===== src/rtl/isp_pkg.sv =====
// Shared ISP definitions: raw-capture FSM encoding and compile-time helpers.
package isp_pkg;

  typedef enum logic [1:0] {
    CAP_WAIT_SOF = 2'd0,
    CAP_SKIP     = 2'd1,
    CAP_RUN      = 2'd2
  } cap_state_t;

  // Right shift that turns a camera sample into an output sample.
  function automatic int cap_round_shift(input int src_bits, input int out_bits);
    return src_bits - out_bits;
  endfunction

  // Counter width with headroom above max_val, so that the saturated value never
  // looks like it is inside the crop window.
  function automatic int cap_cnt_width(input int max_val);
    return $clog2(max_val + 2);
  endfunction

endpackage


===== src/rtl/isp_raw_capture_if.sv =====
// Camera DVP input bus plus the cropped/rounded stream that feeds the pipeline head.
interface isp_raw_capture_if #(
  parameter int SRC_BITS = 10,
  parameter int OUT_BITS = 8
);
  logic                cam_vsync;
  logic                cam_href;
  logic [SRC_BITS-1:0] cam_data;
  logic                out_vsync;
  logic                out_hsync;
  logic                out_den;
  logic [OUT_BITS-1:0] out_data;

  modport master (
    output cam_vsync, cam_href, cam_data,
    input  out_vsync, out_hsync, out_den, out_data
  );

  modport slave (
    input  cam_vsync, cam_href, cam_data,
    output out_vsync, out_hsync, out_den, out_data
  );
endinterface


===== src/rtl/isp_raw_capture.sv =====
// Raw Bayer capture: frame skipping, fixed-window crop and rounding to the pipeline width.
module isp_raw_capture
  import isp_pkg::*;
#(
  parameter int SRC_BITS    = 10,
  parameter int OUT_BITS    = 8,
  parameter int H_ACTIVE    = 1024,
  parameter int V_ACTIVE    = 1024,
  parameter int H_OFFSET    = 0,
  parameter int V_OFFSET    = 0,
  parameter int SKIP_FRAMES = 2
) (
  input  logic                  clk,
  input  logic                  reset_n,
  input  logic                  enable,
  isp_raw_capture_if.slave      cap,
  output logic [15:0]           frame_cnt,
  output logic                  short_line,
  output logic                  short_frame
);

  localparam int SHIFT = cap_round_shift(SRC_BITS, OUT_BITS);
  localparam int H_END = H_OFFSET + H_ACTIVE;
  localparam int V_END = V_OFFSET + V_ACTIVE;
  localparam int COL_W = cap_cnt_width(H_END);
  localparam int ROW_W = cap_cnt_width(V_END);

  localparam logic [COL_W-1:0] COL_LO  = COL_W'(H_OFFSET);
  localparam logic [COL_W-1:0] COL_LEN = COL_W'(H_ACTIVE);
  localparam logic [COL_W-1:0] COL_HI  = COL_W'(H_END);
  localparam logic [COL_W-1:0] COL_MAX = '1;
  localparam logic [ROW_W-1:0] ROW_LO  = ROW_W'(V_OFFSET);
  localparam logic [ROW_W-1:0] ROW_LEN = ROW_W'(V_ACTIVE);
  localparam logic [ROW_W-1:0] ROW_HI  = ROW_W'(V_END);
  localparam logic [ROW_W-1:0] ROW_MAX = '1;
  localparam logic [3:0]       SKIP_INIT = 4'(SKIP_FRAMES);

  // Stage 1: registered camera bus plus previous levels for edge detection
  logic                vsync_s1_reg, href_s1_reg;
  logic                vsync_prev_reg, href_prev_reg;
  logic [SRC_BITS-1:0] data_s1_reg;

  always_ff @(posedge clk or negedge reset_n) begin
    if (!reset_n) begin
      vsync_s1_reg   <= 1'b0;
      href_s1_reg    <= 1'b0;
      vsync_prev_reg <= 1'b0;
      href_prev_reg  <= 1'b0;
      data_s1_reg    <= '0;
    end else begin
      vsync_s1_reg   <= cap.cam_vsync;
      href_s1_reg    <= cap.cam_href;
      vsync_prev_reg <= vsync_s1_reg;
      href_prev_reg  <= href_s1_reg;
      data_s1_reg    <= cap.cam_data;
    end
  end

  logic sof, eol;
  assign sof = vsync_s1_reg & ~vsync_prev_reg;
  assign eol = ~href_s1_reg & href_prev_reg;

  logic [OUT_BITS-1:0] data_round;

  generate
    if (SHIFT == 0) begin : g_pass
      assign data_round = data_s1_reg;
    end else begin : g_round
      localparam logic [SRC_BITS:0] HALF = (SRC_BITS+1)'(1) << (SHIFT - 1);
      localparam logic [SRC_BITS:0] OMAX = (SRC_BITS+1)'((1 << OUT_BITS) - 1);
      logic [SRC_BITS:0] sum, shifted;
      assign sum        = {1'b0, data_s1_reg} + HALF;
      assign shifted    = sum >> SHIFT;
      assign data_round = (shifted > OMAX) ? '1 : shifted[OUT_BITS-1:0];
    end
  endgenerate

  cap_state_t       state_reg, state_next;
  logic [3:0]       skip_reg, skip_next;
  logic [COL_W-1:0] col_reg, col_next;
  logic [ROW_W-1:0] row_reg, row_next, row_eol;
  logic [15:0]      frame_cnt_reg, frame_cnt_next;
  logic             out_vsync_reg, out_den_reg, short_line_reg, short_frame_reg;
  logic [OUT_BITS-1:0] out_data_reg;
  logic             in_row, in_col, pass, vsync_gate, short_line_next, short_frame_next;

  always_comb begin
    state_next       = state_reg;
    skip_next        = skip_reg;
    col_next         = col_reg;
    row_next         = row_reg;
    row_eol          = row_reg;
    frame_cnt_next   = frame_cnt_reg;
    short_line_next  = 1'b0;
    short_frame_next = 1'b0;

    // Unsigned wrap makes one compare cover both window bounds
    in_row = (row_reg - ROW_LO) < ROW_LEN;
    in_col = (col_reg - COL_LO) < COL_LEN;
    pass   = (state_reg == CAP_RUN) && href_s1_reg && in_row && in_col;

    if (href_s1_reg) begin
      col_next = (col_reg == COL_MAX) ? col_reg : col_reg + COL_W'(1);
    end else if (eol) begin
      col_next = '0;
    end

    if (eol) begin
      row_eol = (row_reg == ROW_MAX) ? row_reg : row_reg + ROW_W'(1);
      if ((state_reg == CAP_RUN) && in_row && (col_reg < COL_HI)) begin
        short_line_next = 1'b1;
      end
    end
    row_next = row_eol;

    // The EOL of a coincident line end is already folded into row_eol
    if (sof) begin
      row_next = '0;
      case (state_reg)
        CAP_WAIT_SOF: begin
          if (enable) begin
            state_next = (SKIP_INIT == 4'd0) ? CAP_RUN : CAP_SKIP;
            skip_next  = SKIP_INIT;
          end
        end
        CAP_SKIP: begin
          if (!enable) begin
            state_next = CAP_WAIT_SOF;
            skip_next  = '0;
          end else if (skip_reg <= 4'd1) begin
            state_next = CAP_RUN;
            skip_next  = '0;
          end else begin
            skip_next = skip_reg - 4'd1;
          end
        end
        CAP_RUN: begin
          if (row_eol >= ROW_HI) begin
            frame_cnt_next = frame_cnt_reg + 16'd1;
          end else begin
            short_frame_next = 1'b1;
          end
          if (!enable) begin
            state_next = CAP_WAIT_SOF;
          end
        end
        default: state_next = CAP_WAIT_SOF;
      endcase
    end

    vsync_gate = vsync_s1_reg && (state_next == CAP_RUN);
  end

  // Stage 2: FSM, counters and registered outputs
  always_ff @(posedge clk or negedge reset_n) begin
    if (!reset_n) begin
      state_reg       <= CAP_WAIT_SOF;
      skip_reg        <= '0;
      col_reg         <= '0;
      row_reg         <= '0;
      frame_cnt_reg   <= '0;
      out_vsync_reg   <= 1'b0;
      out_den_reg     <= 1'b0;
      out_data_reg    <= '0;
      short_line_reg  <= 1'b0;
      short_frame_reg <= 1'b0;
    end else begin
      state_reg       <= state_next;
      skip_reg        <= skip_next;
      col_reg         <= col_next;
      row_reg         <= row_next;
      frame_cnt_reg   <= frame_cnt_next;
      out_vsync_reg   <= vsync_gate;
      out_den_reg     <= pass;
      out_data_reg    <= pass ? data_round : '0;
      short_line_reg  <= short_line_next;
      short_frame_reg <= short_frame_next;
    end
  end

  assign cap.out_vsync = out_vsync_reg;
  assign cap.out_hsync = out_den_reg;
  assign cap.out_den   = out_den_reg;
  assign cap.out_data  = out_data_reg;
  assign frame_cnt     = frame_cnt_reg;
  assign short_line    = short_line_reg;
  assign short_frame   = short_frame_reg;

endmodule

===== src/flat_wrapper.sv =====
// flat-port wrapper written by rule: the top's interface ports become plain ports
module isp_raw_capture_flat import isp_pkg::*;
#(
  parameter int SRC_BITS    = 10,
  parameter int OUT_BITS    = 8,
  parameter int H_ACTIVE    = 1024,
  parameter int V_ACTIVE    = 1024,
  parameter int H_OFFSET    = 0,
  parameter int V_OFFSET    = 0,
  parameter int SKIP_FRAMES = 2
)
  (clk, reset_n, enable, frame_cnt, short_line, short_frame, cap_cam_vsync, cap_cam_href, cap_cam_data, cap_out_vsync, cap_out_hsync, cap_out_den, cap_out_data);
  isp_raw_capture_if #(.SRC_BITS(SRC_BITS), .OUT_BITS(OUT_BITS)) cap_i ();
  input  logic clk;
  input  logic reset_n;
  input  logic enable;
  output logic [15:0] frame_cnt;
  output logic short_line;
  output logic short_frame;
  input wire logic [$bits(cap_i.cam_vsync)-1:0] cap_cam_vsync;
  input wire logic [$bits(cap_i.cam_href)-1:0] cap_cam_href;
  input wire logic [$bits(cap_i.cam_data)-1:0] cap_cam_data;
  output wire logic [$bits(cap_i.out_vsync)-1:0] cap_out_vsync;
  output wire logic [$bits(cap_i.out_hsync)-1:0] cap_out_hsync;
  output wire logic [$bits(cap_i.out_den)-1:0] cap_out_den;
  output wire logic [$bits(cap_i.out_data)-1:0] cap_out_data;
  assign cap_i.cam_vsync = cap_cam_vsync;
  assign cap_i.cam_href = cap_cam_href;
  assign cap_i.cam_data = cap_cam_data;
  assign cap_out_vsync = cap_i.out_vsync;
  assign cap_out_hsync = cap_i.out_hsync;
  assign cap_out_den = cap_i.out_den;
  assign cap_out_data = cap_i.out_data;
  isp_raw_capture #(.SRC_BITS(SRC_BITS), .OUT_BITS(OUT_BITS), .H_ACTIVE(H_ACTIVE), .V_ACTIVE(V_ACTIVE), .H_OFFSET(H_OFFSET), .V_OFFSET(V_OFFSET), .SKIP_FRAMES(SKIP_FRAMES)) u_core (.clk(clk), .reset_n(reset_n), .enable(enable), .cap(cap_i), .frame_cnt(frame_cnt), .short_line(short_line), .short_frame(short_frame));
endmodule

===== config.mk =====
export PLATFORM = sky130hd
export DESIGN_NAME = isp_raw_capture_flat
export DESIGN_NICKNAME = d
export VERILOG_FILES = /design/src/rtl/isp_pkg.sv /design/src/rtl/isp_raw_capture_if.sv /design/src/rtl/isp_raw_capture.sv /design/src/flat_wrapper.sv
export SDC_FILE = /design/constraint.sdc
export NUM_CORES = 1
export LEC_CHECK = 0
export ABC_AREA = 1
export CORE_MARGIN = 8
export CORE_UTILIZATION = 55
export CTS_CLUSTER_SIZE = 14
export DETAILED_ROUTE_END_ITERATION = 12
export GPL_ROUTABILITY_DRIVEN = 1
export GPL_TIMING_DRIVEN = 0
export HOLD_SLACK_MARGIN = 0.08
export PLACE_DENSITY = 0.79
export SLEW_MARGIN = 20
export SYNTH_ARGS = -nofsm -noshare
export SYNTH_HDL_FRONTEND = slang
export SYNTH_SLANG_ARGS = --single-unit

===== constraint.sdc =====
create_clock -name clk -period 1.9 [get_ports clk]
set_input_delay 0.19 -clock clk [delete_from_list [all_inputs] [get_ports clk]]
set_output_delay 0.19 -clock clk [all_outputs]
set_load 0.1 [all_outputs]

* Word-level counts from Yosys, hierarchy flattened
Index checks and enable logic that the tools add are counted.
** Cells by class
- Reduce and logical (&&, ||, !) cells :: 12
- Equal/unequal tests :: 7
- Multiplexer cells :: 23
- Add/subtract/negate cells :: 5
- Magnitude comparators :: 5
- Bitwise gates (word level) :: 4
** Operator list (count)
- $mux W11 :: 6
- $add A11 B1 Y11 const B :: 2
- $eq A11 B11 Y1 const B :: 2
- $lt A11 B11 Y1 const B :: 2
- $add A16 B1 Y16 const B :: 1
- $mux W8 :: 2
- $mux W4 :: 3
- $add A10 B2 Y11 const B :: 1
- $ge A11 B11 Y1 const B :: 1
- $mux W2 :: 5
- $gt A9 B8 Y1 const B :: 1
- $pmux W4 S2 :: 1
- $logic_and A1 B1 Y1 :: 6
- $pmux W2 S3 :: 1
- $reduce_and A3 Y1 :: 2
- $mux W1 :: 5
- $eq A2 B2 Y1 const B :: 2
- $le A4 B1 Y1 const B :: 1
- $ne A2 B2 Y1 const B :: 2
- $reduce_bool A2 Y1 :: 2
- $sub A4 B1 Y4 const B :: 1
- $and A1 B1 Y1 :: 2
- $eq A2 B1 Y1 const B :: 1
- $logic_not A2 Y1 :: 1
- 2 further kinds :: 3
** Word-level totals
- Register bits after elaboration :: 70
- Output and inout bits :: 29
- Bits of input ports :: 15

* Depth between registers and ports, before layout
- Word-level depth :: 7
- Mapped depth :: 9
- Gate-level depth less buffers :: 9

* Worst setup path after synthesis
No wires, ideal clock.
- Kind :: reg-to-reg
- From :: register u_core.frame_cnt_reg[1], in the netlist u_core.frame_cnt[1]
- To :: register u_core.frame_cnt_reg[12], in the netlist u_core.frame_cnt[12]
- Path slack :: -232 ps
- Arrival time :: 2009 ps
- Path buffers :: 0
- Cell stages (with the launch flop) :: 9
- Path through :: dfrtp_1 -> ha_1 -> nand2_1 -> nor2_1 -> nand3_1 -> nand2_1 -> nand2_1 -> nand3_1 -> nand2_1
** Between the ends
- Cells in the longest elaborated chain, start to end :: 1
** RTL lines
- from (decl) :: RTL line isp_raw_capture.sv:82 : logic [15:0] frame_cnt_reg, frame_cnt_next;
- from (signal assigned) :: RTL line isp_raw_capture.sv:172 : frame_cnt_reg <= frame_cnt_next;
- $add A16 B1 Y16 :: RTL line isp_raw_capture.sv:139 : frame_cnt_next = frame_cnt_reg + 16'd1;
No other way between the ends.
A chain may end at the register's enable or synchronous reset.

* Worst setup path in the final report
- From :: register u_core.frame_cnt_reg[3], in the netlist u_core.frame_cnt[3]
- To :: output port frame_cnt[3]
** RTL lines
- to (decl) :: RTL line flat_wrapper.sv:17 : output logic [15:0] frame_cnt;
No word-level cell between the ends.

==> flow_metrics.env <==
export IMPL_outcome="complete, no violations"
export IMPL_max_cap_violations=0
export IMPL_ys_warnings_count=0
export IMPL_drcViolationCount=0
export IMPL_endpoint_kind="output port"
export IMPL_tightest_slew_ns=0.973
export IMPL_synth_edff_count=0
export IMPL_max_slew_margin_pct=35.4
export IMPL_die_w_um=96.3
export IMPL_htree_levels=3
export IMPL_grt_antenna_before_repair=0
export IMPL_io_pins=44
export IMPL_cts_sinks=69
export IMPL_avgRoutedWirePerCell_um=12.6
export IMPL_post_dp_cell_area_sq_um=4090
export IMPL_core_region_area_sq_um=6280
export IMPL_synth_top_area_cell="dfrtp_1"
export IMPL_io_buffers=42
export IMPL_r2r_end="u_core.frame_cnt[2]$_DFFE_PN0P_"
export IMPL_ant_nets=0
export IMPL_clk_latency_ns=0.35
export IMPL_vias_per_cell=5.17
export IMPL_whs_endpoint="u_core.data_s1_reg[2]$_DFF_PN0_"
export IMPL_ff2ff_path_depth=9
export IMPL_cts_buffers=9
export IMPL_dr_total_vias=3010
export IMPL_overflow=0
export IMPL_wl_um=7340
export IMPL_syn2layout_area_growth_pct=19.8
export IMPL_crit_fanout=6
export IMPL_dr_pass1_iters=4
export IMPL_p_leak_nw=2.23
export IMPL_critPathRequiredTime_ns=1.71
export IMPL_synthArstFlopShare_pct=100
export IMPL_holdPathStages=1
export IMPL_max_stage_delay_ns=0.88
export IMPL_startpoint_type="flip-flop"
export IMPL_final_setup_viol_count=0
export IMPL_r2r_slack_ns=0.23
export IMPL_grt_pass1_wl_um=12300
export IMPL_grtUsageTotal_pct=16.8
export IMPL_drt_iter0_drc=131
export IMPL_power_density_nw_per_um2=881
export IMPL_yosys_top_cells_area="dfrtp_1 49%, nand2_1 14%, nand3_1 6.9%"
export IMPL_avgSynthCellArea_sq_um=7.97
export IMPL_fin_crit_ns=1.86
export IMPL_clock_tree_root_cell="clkbuf_8"
export IMPL_largest_reg_flops=16
export IMPL_syn_inst=445
export IMPL_grt_max_degree=38
export IMPL_start_util_pct=56.5
export IMPL_cpLargestDelayFamily="buffers and inverters"
export IMPL_period_share_pct=97.7
export IMPL_crit_type="reg -> out"
export IMPL_rsz0062_at_grt="no"
export IMPL_yosysSeqAreaShare_pct=48.7
export IMPL_crit_chain="dlygate4sd2_1"
export IMPL_fmax_mhz=539
export IMPL_cts_tree="built"
export IMPL_finClkSkew_ns=0.0103
export IMPL_synthFlopType="dfrtp_1"
export IMPL_hold_path_class="in -> reg"
export IMPL_gp_congestion=0.840
export IMPL_ys_seq_elements=69
export IMPL_grt_pass1_vias=2890
export IMPL_dieArea_sq_um=9270
export IMPL_diodes=0
export IMPL_fp_row_count=29
export IMPL_hp_start="cap_cam_data[2]"
export IMPL_peakVddDrop_v=0.000976
export IMPL_netlist_cell_type_count=30
export IMPL_hold_viol=0
export IMPL_cts_path_max_buffers=2
export IMPL_arrival_ns=1.67
export IMPL_syn_area_sq_um=3550
export IMPL_slowest_stage="dlygate4sd2_1"
export IMPL_synth_top_cell_area_share_pct=48.7
export IMPL_power_mw=3.74
export IMPL_post_route_cell_area_sq_um=4250
export IMPL_fin_nets=521
export IMPL_drive_gt1_share_pct=9.50
export IMPL_dpl_hpwl_um=5300
export IMPL_cts_reportedPaths_clkPinSlew_ns=0.08
export IMPL_r2r_start="u_core.row_reg[0]$_DFF_PN0_"
export IMPL_path_buf_inv=1
export IMPL_die_height_um=96.3
export IMPL_postCtsSetupBuffers=0
export IMPL_report_final_slew_viol_count=0
export IMPL_syn_nets=466
[how the worst max path moves through the flow]
stage                                     startpoint                                to  cells past startpoint
global placement                             reset_n   u_core.frame_cnt[0]$_DFFE_PN0P_                      1
detailed placement  u_core.frame_cnt[11]$_DFFE_PN0P_                     frame_cnt[11]                      1
CTS                 u_core.frame_cnt[11]$_DFFE_PN0P_                     frame_cnt[11]                      1
finish               u_core.frame_cnt[3]$_DFFE_PN0P_                      frame_cnt[3]                      1
global route        u_core.frame_cnt[10]$_DFFE_PN0P_                     frame_cnt[10]                      1
floorplan            u_core.frame_cnt[5]$_DFFE_PN0P_  u_core.frame_cnt[15]$_DFFE_PN0P_                      7
[power breakdown]
part           switching (mW)  internal [mW]
registers              0.0860           1.59
logic                   0.652          0.216
clock network           0.587          0.612
total                    1.33           2.42
[Yosys cell counts, types with 2 or more instances]
cell type    n
a21oi_1     18
buf_2        2
buf_4        2
buf_6        2
clkbuf_1     2
dfrtp_1     69
ha_1         6
inv_1       50
inv_2        2
nand2_1    135
nand2_2      3
nand2_4      3
nand3_1     49
nand3b_1     3
nand4_1     11
nor2_1      42
nor2_2       2
nor3_1       5
o21ai_0     13
xnor2_1      5
xor2_1      12
[layout make-up]
class	instances	area [sq um]
inverters	52	195
clock inverters	7	73.8
fillers	529	2030
multi-input cells	316	1570
clock buffers	9	124
repair buffers	44	402
flip-flops and latches	69	1730
plain buffers	8	55.1
well taps	77	96.3
[cells by family after synthesis]
logic type	share of synthesized area, %
buffers and inverters	7.06
XOR/XNOR	4.20
AND/OR/NAND/NOR	32.9
adder cells (fa/ha/maj)	2.12
flip-flops	48.7
AO/OA/AOI/OAI	5.01
[timing repair]
| item | in CTS | in global routing |
|---|---|---|
| setup endpoints to repair | 29 | 8 |
| resized for setup | 31 | 10 |
| hold buffers | 1 | 0 |
| hold endpoints to repair | 32 | 0 |
[routing by layer]
metal	vias to the layer above	track usage [%]	routed length [um]
met5	-	0	0
met2	60	28.0	3570
li1	1527	-	-
met1	1417	19.8	3260
met4	0	4.92	55
met3	6	5.93	451
[stage by stage]
step	TNS [ns]	utilization, %	setup WS, ns	cells	hold slack [ns]
5_1_grt	0	67.7	0.00353	582	0.249
2_1_floorplan	0	-	0.0139	445	-0.106
3_5_place_dp	0	65.1	0.0828	565	0.173
3_3_place_gp	-119.13	64.8	-1.97	564	0.394
4_1_cts	0	67.9	0.00470	582	0.255
6_report	0	67.7	0.0432	582	0.266
[cell usage in the layout, fill, tap and decap left out, types with 2 or more instances in the layout]
cell / count
a21oi_1: 18
buf_2: 2
buf_4: 3
buf_6: 2
clkbuf_1: 2
clkbuf_2: 4
clkbuf_8: 9
clkdlybuf4s15_1: 4
clkdlybuf4s50_1: 12
clkinv_2: 2
dfrtp_1: 64
dfrtp_2: 5
dlygate4sd2_1: 21
ha_1: 6
inv_1: 50
inv_2: 2
inv_6: 2
nand2_1: 135
nand2_2: 3
nand2_4: 3
nand3_1: 49
nand3b_1: 3
nand4_1: 11
nor2_1: 42
nor2_2: 2
nor3_1: 5
o21ai_0: 13
xnor2_1: 5
xor2_1: 12
Note: power is estimated with default switching activity, not from simulation.
